--- src/rtl/sd_launcher.sv ---
// Batch launcher for the SD worker: one xs pulse per job, waits for fin, idle gap, per-job watchdog.
// xs one cycle after accepted go; no backpressure: go/fin outside IDLE/WAIT are dropped, not queued.
module sd_launcher #(
    parameter int N_W     = 4,
    parameter int TIMEOUT = 16,
    parameter int GAP     = 2
) (
    input  logic           clk,
    input  logic           reset,
    input  logic           go,
    input  logic [N_W-1:0] njobs,
    input  logic           fin,
    output logic           xs,
    output logic           busy,
    output logic           done,
    output logic           err,
    output logic [N_W-1:0] completed
);

    localparam int TW = $clog2(TIMEOUT + 1);
    // gap counter only needs to hold 0..GAP-1; keep at least one bit so GAP=0/1 still elaborate
    localparam int GW = (GAP > 1) ? $clog2(GAP) : 1;
    localparam logic [TW-1:0] TIMER_LAST = TW'(TIMEOUT - 1);
    localparam logic [GW-1:0] GAP_LAST   = GW'((GAP > 0) ? GAP - 1 : 0);

    typedef enum logic [2:0] {
        S_IDLE,
        S_ISSUE,
        S_WAIT,
        S_GAP,
        S_DONE
    } state_t;

    state_t         state, state_nxt;
    logic [N_W-1:0] count, count_nxt;
    logic [N_W-1:0] completed_nxt;
    logic [N_W-1:0] completed_inc;
    logic [TW-1:0]  timer, timer_nxt;
    logic [GW-1:0]  gap_cnt, gap_cnt_nxt;
    logic           err_nxt;

    assign completed_inc = completed + N_W'(1);

    always_ff @(posedge clk or posedge reset) begin
        if (reset) begin
            state     <= S_IDLE;
            count     <= '0;
            completed <= '0;
            timer     <= '0;
            gap_cnt   <= '0;
            err       <= 1'b0;
        end else begin
            state     <= state_nxt;
            count     <= count_nxt;
            completed <= completed_nxt;
            timer     <= timer_nxt;
            gap_cnt   <= gap_cnt_nxt;
            err       <= err_nxt;
        end
    end

    always_comb begin
        state_nxt     = state;
        count_nxt     = count;
        completed_nxt = completed;
        timer_nxt     = timer;
        gap_cnt_nxt   = gap_cnt;
        err_nxt       = err;

        case (state)
            S_IDLE: begin
                if (go) begin
                    count_nxt     = njobs;
                    completed_nxt = '0;
                    err_nxt       = 1'b0;
                    state_nxt     = (njobs == '0) ? S_DONE : S_ISSUE;
                end
            end
            S_ISSUE: begin
                timer_nxt = '0;
                state_nxt = S_WAIT;
            end
            S_WAIT: begin
                // fin is checked first so a fin on the expiry edge still counts as success
                if (fin) begin
                    completed_nxt = completed_inc;
                    if (completed_inc == count) begin
                        state_nxt = S_DONE;
                    end else if (GAP == 0) begin
                        state_nxt = S_ISSUE;
                    end else begin
                        gap_cnt_nxt = '0;
                        state_nxt   = S_GAP;
                    end
                end else begin
                    timer_nxt = timer + TW'(1);
                    if (timer == TIMER_LAST) begin
                        err_nxt   = 1'b1;
                        state_nxt = S_DONE;
                    end
                end
            end
            S_GAP: begin
                if (gap_cnt == GAP_LAST) begin
                    state_nxt = S_ISSUE;
                end else begin
                    gap_cnt_nxt = gap_cnt + GW'(1);
                end
            end
            S_DONE: begin
                state_nxt = S_IDLE;
            end
            default: begin
                state_nxt = S_IDLE;
            end
        endcase
    end

    assign xs   = (state == S_ISSUE);
    assign busy = (state != S_IDLE);
    assign done = (state == S_DONE);

    a_xs_single : assert property (@(posedge clk) disable iff (reset) xs |=> !xs);
    a_xs_done   : assert property (@(posedge clk) disable iff (reset) !(xs && done));
    a_cnt_bound : assert property (@(posedge clk) disable iff (reset) completed <= count);

endmodule

--- config.mk ---
export PLATFORM = sky130hd
export DESIGN_NAME = sd_launcher
export DESIGN_NICKNAME = d
export VERILOG_FILES = /design/src/rtl/sd_launcher.sv
export SDC_FILE = /design/constraint.sdc
export NUM_CORES = 1
export LEC_CHECK = 0
export BUFFER_PORTS_ARGS = -buffer_cell sky130_fd_sc_hd__buf_2
export CORE_MARGIN = 4
export CORE_UTILIZATION = 58
export DETAILED_ROUTE_END_ITERATION = 12
export PLACE_DENSITY = 0.92
export REMOVE_ABC_BUFFERS = 1
export SYNTH_ARGS = -nofsm -noshare
export SYNTH_HDL_FRONTEND = slang
export SYNTH_SLANG_ARGS = --single-unit
--- constraint.sdc ---
create_clock -name clk -period 2.5 [get_ports clk]
set_input_delay 0.25 -clock clk [delete_from_list [all_inputs] [get_ports clk]]
set_output_delay 0.25 -clock clk [all_outputs]
set_load 0.03 [all_outputs]
==> flow_summary.yaml <==
outcome:
  status: "finished, final reports clean"
clock_tree:
  cts.htree.levels: 1
  clockBufferDepth: 2
  cts_sinks: 18
  root_buffer: "clkbuf_4"
  worst_skew_pair.late_latency_ns: 0.29
  cts_setup_buffers: 0
  cts.clk_slew.worst_paths_ns: 0.10
  hold_buffers: 0
  cts_resized: 0
  cts_tree: "built"
  numCtsBuffers: 3
final_layout:
  final_cell_mix: "dfrtp_1, buf_2, nand2_1, o21ai_0, nor2_1"
  final_common_cell: "dfrtp_1"
  area_growth_pct: 10.1
  regArea_um2: 450
  drive_gt1_frac: 0.239
  final_nets: 130
  multi_input_area_um2: 547
  diodes: 0
  fill_cells: 138
drt:
  first_iter_violations: 13
  drc_errors: 0
  drt_first_pass_iters: 4
  wl_um: 1910
  wl_per_cell_um: 13.5
  routed_via_density: 5.81
  ant_nets: 0
  vias: 825
synth:
  yosys_most_used_dff: "dfrtp_1"
  synth_edf_count: 0
  synth_cell_types: 37
  ys_top_cells_by_area: "dfrtp_1, mux2_2, nor4b_4, nand2_1, o21ai_0"
  yosysWarningCount: 0
  synth_compound_area_frac: 0.134
  ys_seq_area_frac: 0.433
  yosysTopAreaCell: "dfrtp_1"
  syn_avg_cell_area_um2: 10.2
  synth_top_family_by_area: "simple AND/OR/NAND/NOR gates"
  synth_xor_area_frac: 0.0505
  yosysTopAreaCellShare: 0.433
  synthArstFlopShare: 1.00
  synthAdderAreaFrac: 0.0361
  syn_area_um2: 1040
  syn_inst: 102
  ys_ff_latch: 18
  yosys.area_share.simple: 0.252
  muxShareOfSynthArea: 0.0542
timing:
  setup_viol: 0
  clock_skew_ns: 0.00238
  clock.fmax_ghz: 0.550
  hold_violations: 0
  setup_tns_ns: 0
  min_period_ns: 1.82
  rsz0062_at_grt: "false"
  relSlewSlack: 0.550
  fin_crit_sh: 0.727
  worst_pin_slew_ns: 0.674
  slew_violations: 0
worst_setup_path:
  worstPathCellList: "nor3b_2, buf_2"
  crit_slowest_cell: "dfrtp_1"
  criticalPathCategory: "reg2out"
  critPathRequiredTime_ns: 2.25
  critPathLaunchType: "flop"
  end_kind: "output pin"
  cp_max_fo: 14
  cpLargestDelayFamily: "flip-flops"
  cp.arrival_ns: 1.57
  crit_buf_inv: 1
  critPathMaxStageDelay_ns: 0.67
run:
  cap_violations: 0
global_route:
  grt_usage: 0.173
  grt_max_degree: 19
  antenna_found_initial: 0
  grt_overflow_total: 0
  grt_pass1_wl_um: 3390
  grt_pass1_vias: 791
power:
  leakage_nw: 0.532
  ir_worst_vdd_v: 0.000655
  power.density_nw_per_um2: 1110
  power_mw: 1.27
placement:
  port-buffer-count: 15
  dp_hpwl_um: 1450
  gp_congestion: 0.773
floorplanning:
  start_util: 0.609
  die_height_um: 50.3
  dieWidth_um: 50.3
  std_cell_rows: 15
  coreArea_um2: 1710
  io_pins: 16
  die_area_um2: 2530
min_path:
  worst_hold_path_type: "in2async"
==> flip-flops by register name (all words and copies together), names as in the netlist <==
signal / cells
err: 1
completed: 4
gap_cnt: 1
state: 3
count: 4
timer: 5
==> path summary, 6_finish.rpt <==
kind	depth (start not counted)	startpoint	slack (ns)	endpoint
worst max-delay path	2	state[0]	0.68	xs
worst min register to register	2	err	0.51	err
worst max register to register	7	timer[1]	0.76	state[1]
max in group asynchronous	2	reset	2.03	completed[2]
worst min-delay path	2	reset	0.04	state[1]
min in group clk	2	njobs[3]	0.20	count[3]
==> per-stage QoR <==
step / utilization / instance area, um2 / hold WS (ns) / cells / setup WS [ns]
after CTS: 0.670 / 1140 / 0.0635 / 142 / 0.685
after global placement: 0.657 / 1120 / 0.370 / 139 / 0.845
after global routing: 0.670 / 1140 / 0.0959 / 142 / 0.562
final: 0.670 / 1140 / 0.0437 / 142 / 0.681
after floorplan: - / 1020 / 0.189 / 99 / 0.814
after detailed placement: 0.657 / 1120 / 0.382 / 139 / 0.779
==> where the power goes <==
group | switching (mW) | internal, mW | leakage (nW) | total [mW]
sequential | 0.161 | 0.385 | 0.232 | 0.545
combinational | 0.312 | 0.274 | 0.287 | 0.587
clock | 0.0846 | 0.0560 | 0.0138 | 0.141
total | 0.557 | 0.715 | 0.532 | 1.27
==> final cells by class <==
class,instances,share of cell area
flip-flops and latches,18,0.393
clock buffers,3,0.0197
inverters,5,0.0164
multi-input cells,76,0.478
well taps,25,0.0273
repair buffers,15,0.0656
==> logic make-up (layout without fill, tap and decap cells) <==
group / count (synthesis) / in the layout
buffers and inverters: 8 / 23
and+or+nand+nor: 40 / 40
AOI/OAI and AO/OA: 22 / 22
DFF: 18 / 18
muxes: 5 / 5
adders and majority gates: 3 / 3
xor gates and xnor gates: 6 / 6
==> cell usage after synthesis (2+ instances only) <==
library cell	number
a31oi_1	2
nand2_1	11
nand3_1	4
xor2_1	4
dfrtp_1	18
mux2_2	5
nor4b_4	2
o21ai_0	8
nor3b_1	4
inv_1	5
xnor2_1	2
ha_1	3
nor3_1	2
a21oi_1	3
nor2_1	7
==> per-layer routing <==
| layer | global-route usage | vias to the layer above | wire length [um] |
|---|---|---|---|
| li1 | - | 403 | - |
| met1 | 0.222 | 387 | 866 |
| met2 | 0.291 | 33 | 916 |
| met3 | 0.0356 | 2 | 126 |
| met4 | 0.0538 | 0 | 5 |
| met5 | 0 | - | 0 |
(Power assumes the default switching activity.)
